**src/rtl/mc_ctrl_pkg.sv**
```systemverilog
// Shared encodings for the multi-cycle MIPS control sequencer: states, instruction classes,
// opcode/funct values, ALU op codes and datapath select codes.
package mc_ctrl_pkg;

    typedef enum logic [2:0] {
        StFetch, StDecode, StExec, StMem, StWb, StTrap
    } state_e;

    typedef enum logic [3:0] {
        ClsR, ClsJr, ClsIalu, ClsLw, ClsSw, ClsBeq, ClsJ, ClsJal, ClsIll
    } cls_e;

    localparam logic [1:0] OPT_R    = 2'd0;
    localparam logic [1:0] OPT_I    = 2'd1;
    localparam logic [1:0] OPT_J    = 2'd2;
    localparam logic [1:0] OPT_ZERO = 2'd3;

    localparam logic [5:0] OP_RTYPE = 6'h00;
    localparam logic [5:0] OP_J     = 6'h02;
    localparam logic [5:0] OP_JAL   = 6'h03;
    localparam logic [5:0] OP_BEQ   = 6'h04;
    localparam logic [5:0] OP_ADDIU = 6'h09;
    localparam logic [5:0] OP_ORI   = 6'h0D;
    localparam logic [5:0] OP_LUI   = 6'h0F;
    localparam logic [5:0] OP_LW    = 6'h23;
    localparam logic [5:0] OP_SW    = 6'h2B;

    localparam logic [5:0] FN_JR    = 6'h08;
    localparam logic [5:0] FN_ADDU  = 6'h21;
    localparam logic [5:0] FN_SUBU  = 6'h23;
    localparam logic [5:0] FN_AND   = 6'h24;
    localparam logic [5:0] FN_OR    = 6'h25;
    localparam logic [5:0] FN_SLT   = 6'h2A;

    localparam logic [3:0] ALU_ADD  = 4'd0;
    localparam logic [3:0] ALU_SUB  = 4'd1;
    localparam logic [3:0] ALU_AND  = 4'd2;
    localparam logic [3:0] ALU_OR   = 4'd3;
    localparam logic [3:0] ALU_SLT  = 4'd4;
    localparam logic [3:0] ALU_LUI  = 4'd5;

    localparam logic [1:0] PC_PLUS4  = 2'd0;
    localparam logic [1:0] PC_BRANCH = 2'd1;
    localparam logic [1:0] PC_JUMP   = 2'd2;
    localparam logic [1:0] PC_RS     = 2'd3;

    localparam logic [1:0] WSEL_RT = 2'd0;
    localparam logic [1:0] WSEL_RD = 2'd1;
    localparam logic [1:0] WSEL_RA = 2'd2;

    localparam logic [1:0] DSEL_ALU = 2'd0;
    localparam logic [1:0] DSEL_MEM = 2'd1;
    localparam logic [1:0] DSEL_PC4 = 2'd2;

endpackage

```
**src/rtl/mc_ctrl_if.sv**
```systemverilog
// Shared memory port between the control sequencer (master) and the memory (slave).
interface mc_ctrl_if;
    logic mem_req;
    logic mem_we;
    logic mem_ifetch;
    logic mem_ack;

    modport master (output mem_req, output mem_we, output mem_ifetch, input mem_ack);
    modport slave  (input mem_req, input mem_we, input mem_ifetch, output mem_ack);
endinterface

```
**src/rtl/mc_ctrl_decode.sv**
```systemverilog
// Combinational instruction decode: opcode/funct -> class, ALU op, operand type, legal flag.
module mc_ctrl_decode
    import mc_ctrl_pkg::*;
(
    input  logic [5:0] opcode,
    input  logic [5:0] funct,
    output cls_e       cls,
    output logic [3:0] alu_op,
    output logic [1:0] optype,
    output logic       legal
);

    always_comb begin
        cls    = ClsIll;
        alu_op = ALU_ADD;
        optype = OPT_ZERO;
        case (opcode)
            OP_RTYPE: begin
                optype = OPT_R;
                case (funct)
                    FN_ADDU: begin cls = ClsR; alu_op = ALU_ADD; end
                    FN_SUBU: begin cls = ClsR; alu_op = ALU_SUB; end
                    FN_AND:  begin cls = ClsR; alu_op = ALU_AND; end
                    FN_OR:   begin cls = ClsR; alu_op = ALU_OR;  end
                    FN_SLT:  begin cls = ClsR; alu_op = ALU_SLT; end
                    FN_JR:   cls = ClsJr;
                    default: cls = ClsIll;
                endcase
            end
            OP_ADDIU: begin cls = ClsIalu; optype = OPT_I; alu_op = ALU_ADD; end
            OP_ORI:   begin cls = ClsIalu; optype = OPT_I; alu_op = ALU_OR;  end
            OP_LUI:   begin cls = ClsIalu; optype = OPT_I; alu_op = ALU_LUI; end
            OP_LW:    begin cls = ClsLw;   optype = OPT_I; alu_op = ALU_ADD; end
            OP_SW:    begin cls = ClsSw;   optype = OPT_I; alu_op = ALU_ADD; end
            OP_BEQ:   begin cls = ClsBeq;  optype = OPT_R; alu_op = ALU_SUB; end
            OP_J:     begin cls = ClsJ;    optype = OPT_J; end
            OP_JAL:   begin cls = ClsJal;  optype = OPT_J; end
            default:  cls = ClsIll;
        endcase
        legal = (cls != ClsIll);
    end

endmodule

```
**src/rtl/mc_ctrl_fsm.sv**
```systemverilog
// Multi-cycle MIPS control sequencer: FETCH->DECODE->EXEC->MEM->WB with memory wait timeout.
// Define MC_CTRL_ILLEGAL_TRAP_EN to trap on unknown instructions instead of retiring them as NOPs.
module mc_ctrl_fsm
    import mc_ctrl_pkg::*;
#(
    parameter int unsigned ALUOP_W  = 4,
    parameter int unsigned WAIT_MAX = 255
) (
    input  logic               clk,
    input  logic               reset,
    input  logic               run,
    input  logic [5:0]         opcode,
    input  logic [5:0]         funct,
    input  logic               alu_zero,
    mc_ctrl_if.master          mem,
    output logic               ir_we,
    output logic               pc_we,
    output logic [1:0]         pc_src,
    output logic [1:0]         optype,
    output logic [ALUOP_W-1:0] alu_op,
    output logic               rf_we,
    output logic [1:0]         rf_wsel,
    output logic [1:0]         rf_dsel,
    output logic               retire,
    output logic               err
);

    localparam int unsigned CntW = (WAIT_MAX > 1) ? $clog2(WAIT_MAX + 1) : 1;

    state_e            state_q, state_d;
    logic [5:0]        op_q, fn_q;
    logic              pend_q, pend_d;
    logic              err_q, err_d;
    logic [CntW-1:0]   cnt_q, cnt_d;
    logic              req, ack;

    cls_e              cls;
    logic [3:0]        dec_alu_op;
    logic [1:0]        dec_optype;
    logic              legal;

    // DECODE sees the freshly loaded IR; later states use the fields latched in DECODE.
    mc_ctrl_decode u_decode (
        .opcode (state_q == StDecode ? opcode : op_q),
        .funct  (state_q == StDecode ? funct  : fn_q),
        .cls    (cls),
        .alu_op (dec_alu_op),
        .optype (dec_optype),
        .legal  (legal)
    );

    assign ack            = mem.mem_ack;
    assign mem.mem_req    = req;
    assign err            = err_q;

    always_ff @(posedge clk or posedge reset) begin
        if (reset) begin
            state_q <= StFetch;
            op_q    <= '0;
            fn_q    <= '0;
            pend_q  <= 1'b0;
            err_q   <= 1'b0;
            cnt_q   <= '0;
        end else begin
            state_q <= state_d;
            pend_q  <= pend_d;
            err_q   <= err_d;
            cnt_q   <= cnt_d;
            if (state_q == StDecode) begin
                op_q <= opcode;
                fn_q <= funct;
            end
        end
    end

    always_comb begin
        state_d        = state_q;
        pend_d         = pend_q;
        err_d          = err_q;
        cnt_d          = '0;
        req            = 1'b0;
        mem.mem_we     = 1'b0;
        mem.mem_ifetch = 1'b0;
        ir_we          = 1'b0;
        pc_we          = 1'b0;
        pc_src         = PC_PLUS4;
        optype         = OPT_R;
        alu_op         = '0;
        rf_we          = 1'b0;
        rf_wsel        = WSEL_RT;
        rf_dsel        = DSEL_ALU;
        retire         = 1'b0;

        case (state_q)
            StFetch: begin
                // Gating with reset keeps the port quiet while reset is held.
                req            = (run | pend_q) & ~reset;
                mem.mem_ifetch = req;
                if (req) begin
                    if (ack) begin
                        ir_we   = 1'b1;
                        pc_we   = 1'b1;
                        pend_d  = 1'b0;
                        state_d = StDecode;
                    end else begin
                        pend_d = 1'b1;
                    end
                end
            end
            StDecode: begin
                if (!legal) begin
`ifdef MC_CTRL_ILLEGAL_TRAP_EN
                    err_d   = 1'b1;
                    state_d = StTrap;
`else
                    retire  = 1'b1;
                    state_d = StFetch;
`endif
                end else begin
                    state_d = StExec;
                end
            end
            StExec: begin
                optype = dec_optype;
                alu_op = ALUOP_W'(dec_alu_op);
                case (cls)
                    ClsR, ClsIalu: state_d = StWb;
                    ClsLw, ClsSw:  state_d = StMem;
                    ClsJr: begin
                        pc_we = 1'b1; pc_src = PC_RS; retire = 1'b1; state_d = StFetch;
                    end
                    ClsBeq: begin
                        pc_we = alu_zero; pc_src = PC_BRANCH; retire = 1'b1; state_d = StFetch;
                    end
                    ClsJ: begin
                        pc_we = 1'b1; pc_src = PC_JUMP; retire = 1'b1; state_d = StFetch;
                    end
                    ClsJal: begin
                        pc_we   = 1'b1; pc_src  = PC_JUMP; retire = 1'b1; state_d = StFetch;
                        rf_we   = 1'b1; rf_wsel = WSEL_RA; rf_dsel = DSEL_PC4;
                    end
                    default: state_d = StFetch;
                endcase
            end
            StMem: begin
                optype     = dec_optype;
                alu_op     = ALUOP_W'(dec_alu_op);
                req        = 1'b1;
                mem.mem_we = (cls == ClsSw);
                if (ack) begin
                    if (cls == ClsSw) begin
                        retire  = 1'b1;
                        state_d = StFetch;
                    end else begin
                        state_d = StWb;
                    end
                end
            end
            StWb: begin
                optype  = dec_optype;
                alu_op  = ALUOP_W'(dec_alu_op);
                rf_we   = 1'b1;
                retire  = 1'b1;
                state_d = StFetch;
                if (cls == ClsR)  rf_wsel = WSEL_RD;
                if (cls == ClsLw) rf_dsel = DSEL_MEM;
            end
            StTrap: ;
            default: state_d = StFetch;
        endcase

        if (req && !ack) begin
            if (WAIT_MAX != 0 && cnt_q == CntW'(WAIT_MAX - 1)) begin
                err_d   = 1'b1;
                pend_d  = 1'b0;
                state_d = StFetch;
            end else begin
                cnt_d = cnt_q + CntW'(1);
            end
        end
    end

endmodule

```
**src/flat_wrapper.sv**
```systemverilog
// flat-port wrapper written by rule: the top's interface ports become plain ports
module mc_ctrl_fsm_flat import mc_ctrl_pkg::*;
#(
    parameter int unsigned ALUOP_W  = 4,
    parameter int unsigned WAIT_MAX = 255
)
  (clk, reset, run, opcode, funct, alu_zero, ir_we, pc_we, pc_src, optype, alu_op, rf_we, rf_wsel, rf_dsel, retire, err, mem_mem_req, mem_mem_we, mem_mem_ifetch, mem_mem_ack);
  mc_ctrl_if mem_i ();
  input  logic clk;
  input  logic reset;
  input  logic run;
  input  logic [5:0] opcode;
  input  logic [5:0] funct;
  input  logic alu_zero;
  output logic ir_we;
  output logic pc_we;
  output logic [1:0] pc_src;
  output logic [1:0] optype;
  output logic [ALUOP_W-1:0] alu_op;
  output logic rf_we;
  output logic [1:0] rf_wsel;
  output logic [1:0] rf_dsel;
  output logic retire;
  output logic err;
  output wire logic [$bits(mem_i.mem_req)-1:0] mem_mem_req;
  output wire logic [$bits(mem_i.mem_we)-1:0] mem_mem_we;
  output wire logic [$bits(mem_i.mem_ifetch)-1:0] mem_mem_ifetch;
  input wire logic [$bits(mem_i.mem_ack)-1:0] mem_mem_ack;
  assign mem_mem_req = mem_i.mem_req;
  assign mem_mem_we = mem_i.mem_we;
  assign mem_mem_ifetch = mem_i.mem_ifetch;
  assign mem_i.mem_ack = mem_mem_ack;
  mc_ctrl_fsm #(.ALUOP_W(ALUOP_W), .WAIT_MAX(WAIT_MAX)) u_core (.clk(clk), .reset(reset), .run(run), .opcode(opcode), .funct(funct), .alu_zero(alu_zero), .mem(mem_i), .ir_we(ir_we), .pc_we(pc_we), .pc_src(pc_src), .optype(optype), .alu_op(alu_op), .rf_we(rf_we), .rf_wsel(rf_wsel), .rf_dsel(rf_dsel), .retire(retire), .err(err));
endmodule
```
**config.mk**
```make
export PLATFORM = sky130hd
export DESIGN_NAME = mc_ctrl_fsm_flat
export DESIGN_NICKNAME = d
export VERILOG_FILES = /design/src/rtl/mc_ctrl_pkg.sv /design/src/rtl/mc_ctrl_if.sv /design/src/rtl/mc_ctrl_decode.sv /design/src/rtl/mc_ctrl_fsm.sv /design/src/flat_wrapper.sv
export SDC_FILE = /design/constraint.sdc
export NUM_CORES = 1
export LEC_CHECK = 0
export BUFFER_PORTS_ARGS = -buffer_cell sky130_fd_sc_hd__buf_2
export CAP_MARGIN = 0
export CORE_ASPECT_RATIO = 0.75
export CORE_MARGIN = 10
export CORE_UTILIZATION = 49
export CTS_CLUSTER_DIAMETER = 40
export CTS_CLUSTER_SIZE = 14
export DETAILED_ROUTE_END_ITERATION = 8
export PLACE_DENSITY_LB_ADDON = 0.3
export SLEW_MARGIN = 20
export SYNTH_ARGS = -nofsm -noshare
export SYNTH_HDL_FRONTEND = slang
export SYNTH_HIERARCHICAL = 1
export SYNTH_SLANG_ARGS = --single-unit
export TNS_END_PERCENT = 1
```
**constraint.sdc**
```tcl
create_clock -name clk -period 3.45 [get_ports clk]
set_clock_uncertainty 0.15 [all_clocks]
set_input_delay 0.1725 -clock clk [delete_from_list [all_inputs] [get_ports clk]]
set_output_delay 0.1725 -clock clk [all_outputs]
set_load 0.05 [all_outputs]
```
## Word-level counts from Yosys, hierarchy flattened

Cells that the tools add are included.

| storage, ports and cells | value |
|---|---|
| bits in registers | 25 |
| output and inout port bits | 20 |

| cells by class | value |
|---|---|
| add/sub/neg operators | 1 |
| equality and inequality tests | 28 |
| mux-type cells | 47 |
| bitwise logic cells | 3 |
| reductions and logical operators | 17 |

Operators by type and width:

| kind | number |
|---|---|
| 6-bit equality test, second input constant | 7 |
| 4-bit one-hot mux with 7 select lines | 1 |
| 6-bit by 4-bit equality test with 1-bit output, second input constant | 4 |
| 3-bit one-hot mux with 4 select lines | 2 |
| 3-bit 2-to-1 mux | 7 |
| 1-bit 2-to-1 mux | 17 |
| 4-bit by 3-bit equality test with 1-bit output, second input constant | 4 |
| 8-bit 2-to-1 mux | 2 |
| 3-bit one-hot mux with 5 select lines | 1 |
| 6-bit by 2-bit equality test with 1-bit output, second input constant | 2 |
| 6-bit 2-to-1 mux | 2 |
| 2-bit one-hot mux with 3 select lines | 2 |
| 2-bit OR reduction | 5 |
| 5-bit OR reduction | 2 |
| 3-bit OR reduction | 3 |
| 8-bit by 1-bit adder with 8-bit output, second input constant | 1 |
| 4-bit by 2-bit equality test with 1-bit output, second input constant | 2 |
| 8-bit equality test, second input constant | 1 |
| 2-bit 2-to-1 mux | 4 |
| 1-bit one-hot mux with 2 select lines | 4 |
| 2-bit one-hot mux with 2 select lines | 2 |
| 4-bit one-hot mux with 2 select lines | 1 |
| 3-bit by 2-bit equality test with 1-bit output, second input constant | 2 |
| 3-bit equality test, second input constant | 2 |
| 16 further kinds | 16 |

## Depth between registers and ports, before layout

| logic depth | value |
|---|---|
| depth after elaboration | 12 |
| depth in mapped cells | 13 |
| mapped depth without buffers | 11 |

## Modules after synthesis

The synthesis kept the hierarchy.

By module, submodules not included:

| module | times used | cells an instance | area each (um^2) | sequential area each (um^2) |
|---|---|---|---|---|
| mc_ctrl_fsm | 1 | 129 | 1333.8 | 625.6 |
| mc_ctrl_decode | 1 | 59 | 357.8 | 0.0 |

## Worst setup path after synthesis

No wires, ideal clock.

| timing path | value |
|---|---|
| path type | register -> output |
| start point | reg u_core.state_q[1] |
| end point | out retire |
| arrival time | 4.001 ns |
| data required time | 3.127 ns |
| path slack | -0.873 ns |
| cell stages (with the launch flop) | 13 |
| path through | dfrtp_1 > nand2b_1 > nor2_1 > buf_2 > mux2_2 > clkbuf_1 > nor3_1 > nand3b_1 > o32a_1 > or4b_4 > nor3_2 > nand2_1 > o221ai_1 |

| on the way | value |
|---|---|
| longest elaborated chain between the ends | 10 |
| elaborated cells between the ends (all ways) | 37 |

Ends and longest elaborated chain:

| element | RTL line | text |
|---|---|---|
| start, declared | mc_ctrl_fsm.sv:30 | `state_e state_q, state_d;` |
| start signal, assigned | mc_ctrl_fsm.sv:58 | `state_q <= StFetch;` |
| start signal, assigned | mc_ctrl_fsm.sv:65 | `state_q <= state_d;` |
| 3-bit by 1-bit equality test with 1-bit output (*) | mc_ctrl_fsm.sv:44, mc_ctrl_fsm.sv:45 |  |
| 6-bit 2-to-1 mux | mc_ctrl_fsm.sv:45 | `.funct (state_q == StDecode ? funct : fn_q),` |
| 6-bit equality test | mc_ctrl_decode.sv:20 | `case (funct)` |
| 5-bit OR reduction (no line) | - |  |
| 4-bit one-hot mux with 2 select lines | mc_ctrl_decode.sv:20 |  |
| 4-bit one-hot mux with 7 select lines (*) | mc_ctrl_decode.sv:17 | `case (opcode)` |
| via u_core.cls[3] | mc_ctrl_fsm.sv:37 | `cls_e cls;` |
| 4-bit by 1-bit equality test with 1-bit output, or another cell as far along | mc_ctrl_fsm.sv:126 | `case (cls)` |
| 4-bit OR reduction (no line) / 1-bit 2-to-1 mux (equally long branches) | - |  |
| 1-bit 2-to-1 mux, on equally long branches | mc_ctrl_fsm.sv:126, mc_ctrl_fsm.sv:150 |  |
| 1-bit one-hot mux with 4 select lines (*) | mc_ctrl_fsm.sv:94 | `case (state_q)` |
| end, declared | flat_wrapper.sv:23 | `output logic retire;` |

Mark *: on every way through the listed nets, which the timed path passes. The rest lies on a longest branch.

## Final worst setup path

Same ends and word-level chain as after synthesis.

==> results_dict.tcl <==
set metrics [dict create \
    status "complete, but fails checks" \
    violations "negative hold slack, negative setup slack" \
    synth_edf_count 0 \
    finalSetupViolations 4 \
    post-dp-hpwl_um 3200 \
    track_usage_pct 13.4 \
    h-tree-depth 1 \
    syn_area_mm2 0.00169 \
    crit_chain "nand2b_4, nor2_4, buf_12, mux2_4, and2b_2, a22oi_1, o21a_1, o32a_1, or4b_4, nor3_4, nand2_2, o221ai_4, buf_6" \
    worstSetupStartpointType "flop" \
    clockRootBuffer "clkbuf_8" \
    gr-total-overflow 0 \
    synth_seq_cells 25 \
    grt_max_degree 26 \
    fp.dieH_um 70.9 \
    wl_met1_um 2010 \
    final_common_cell "buf_2" \
    worst_slack_ns -0.114 \
    antenna_cells 0 \
    syn_inst 188 \
    power_leakage_nw 0.983 \
    grt_pass1_wl_um 7190 \
    path_buf_inv 2 \
    met3WireLength_um 322 \
    final_core_util_pct 66.4 \
    clk-insertion-delay-late_ns 0.27 \
    path_class "reg -> out" \
    top_layer_used "met4" \
    place_congestion 0.853 \
    hold_buffers 0 \
    peakVddDrop_mv 0.571 \
    worst-endpoint-required_ns 3.13 \
    clockBufferDepth 2 \
    synth_top_area_share_pct 37.0 \
    antenna_found_initial 0 \
    wl_um 4170 \
    hold_viol 25 \
    area_delta_synth_final_pct 30.0 \
    cts.sinks 25 \
    synth_area_per_cell_um2 9.00 \
    ys_seq_area_share_pct 37.0 \
    core_area_mm2 0.00331 \
    port-buffer-count 35 \
    cts_buffers 3 \
    fin_crit_sh_pct 103 \
    dieWidth_um 87.8 \
    cp_slowest_stage_delay_ns 0.52 \
    clock.fmax_mhz 281 \
    drt_pass1_iterations 4 \
    num_io_pins 37 \
    cp.depth 13 \
    holdWs_ns -0.0362 \
    cpMaxStageDelayCell "or4b_4" \
    wl_met2_um 1820 \
    nets 254 \
    drt_iter0_markers 99 \
    yosysWarnings 6 \
    grt_pass1_vias 1514 \
    drv_cap 0 \
    drt-vias-per-instance 5.60 \
    synthArstFlopShare_pct 100 \
    row_count 18 \
    wl_per_cell_um 15.2 \
    synth.distinct_cells 52 \
    dpl_cell_area_mm2 0.00205 \
    ant_nets 0 \
    critPathTopFamily "simple AND/OR/NAND/NOR gates" \
    cts_tree "yes" \
    synth_nets 207 \
    drc_errors 0 \
    clkSlewWorstSetupHoldPaths_ns 0.08 \
    cp-end-kind "primary output" \
    min_period_ns 3.56 \
    reg2reg_depth 14 \
    synth_top_area_cell "dfrtp_1" \
    power.density_mw_per_mm2 925 \
    initial_utilization_pct 51.1 \
    synthTopCellsByArea "dfrtp_1 (37%), mux2_2 (8.0%), nor2_1 (4.4%)" \
    crit_arrival_ns 3.24 \
    drive_above_1_share_pct 39.3 \
    crit_path_max_fanout 12 \
    fin_area_mm2 0.00220 \
    slew_headroom_pct 37.0 \
    die_area_mm2 0.00623 \
    vias 1535 \
    synth_ff_type "dfrtp_1" \
    slew_viol_final 0 \
    tightest_slew_ns 0.945 \
    layout_common_cells "buf_2 (26), dfrtp_1 (24), buf_4 (19), nor2_1 (16), nand3_1 (10)" \
    pre_cts_ws_ns -0.00620 \
    hold_path_class "in -> async" \
    rsz0062_at_grt "yes" \
]
## worst reg2reg max path: stages, from the launching register on
cell and delay, ns:
dfrtp_2 0.41, nand2b_4 0.16, nor2_4 0.12, buf_12 0.15, mux2_4 0.34, nor4_2 0.29
a21oi_1 0.11, or4_4 0.43, a211oi_2 0.19, buf_4 0.16, buf_4 0.11, or3b_2 0.10
o21ai_0 0.08, a22o_1 0.20, o311a_1 0.28
## layer usage
layer,vias to the layer above,track usage (%)
met5,-,0
met4,0,1.59
met3,4,4.35
met2,50,20.6
met1,722,18.4
li1,759,-
## flip-flops by register name, indices dropped and copies added (netlist names)
register and cells:
u_core/fn_q 6, u_core/cnt_q 8, u_core/state_q 3, u_core/err 1, u_core/op_q 6, u_core/pend_q 1
## kinds of logic (layout without fill, tap and decap cells)
group           after synthesis  after routing  synth area share (%)
buf+inv                      17             63                  5.32
other cells                   1              1                 0.222
fa+ha+maj                     2              2                  1.48
simple gates                 86             86                  28.5
mux                          13             13                  8.58
xor+xnor                      7              7                  3.62
flops                        25             25                  37.0
compound gates               37             37                  15.3
## per-stage QoR
step	power, mW	instances	hold slack [ns]	TNS [ns]
after detailed placement	1.77	269	0.296	-0.00620
final	2.03	274	-0.0362	-0.286
after global placement	1.74	269	0.296	0
after global routing	2.19	274	0.0173	-1.71
after CTS	2.00	274	0.00560	-0.407
after floorplan	1.45	188	0.0497	-0.684
## area by class of cell
cell class	instances	area (um2)
multi-input combinational	146	1080
clock inverter	1	7.51
inverter	6	22.5
fill	282	1110
timing repair buffer	53	372
clock buffer	3	41.3
sequential	25	627
tap	40	50.0
## cells in the mapped netlist (all sizes together) (2+ instances only)
cell / count
a21o: 2
a21oi: 6
a22oi: 2
a31oi: 3
and2: 3
and2b: 5
and3: 4
buf: 7
clkbuf: 4
dfrtp: 25
ha: 2
inv: 6
mux2: 12
nand2: 10
nand2b: 5
nand3: 10
nand3b: 3
nand4: 2
nor2: 20
nor2b: 6
nor3: 7
nor3b: 2
o211a: 2
o21ai: 8
o32ai: 2
or2: 2
xnor2: 2
xor2: 5
## timing repair
| item | 4_1_cts | 5_1_grt |
|---|---|---|
| gates resized for setup | 19 | 11 |
| pin swaps | 1 | 0 |
| buffers inserted | 1 | 0 |
| endpoints found under the setup margin | 10 | 12 |
## power by group
group          internal, mW  switching [mW]  leakage [nW]
registers             0.388          0.0367         0.314
logic                 0.620           0.814         0.648
clock network        0.0817          0.0943        0.0217
## final timing paths
check | start | to | slack, ns
worst max-delay path | u_core/state_q[1] | retire | -0.11
worst min register to register | u_core/err | u_core/err | 0.32
max in group asynchronous | reset | u_core/state_q[1] | 2.55
worst max register to register | u_core/state_q[1] | u_core/state_q[0] | 0.06
worst min-delay path | reset | u_core/pend_q | -0.04
min in group clk | funct[0] | u_core/fn_q[0] | 0.02
(Power assumes the default switching activity.)
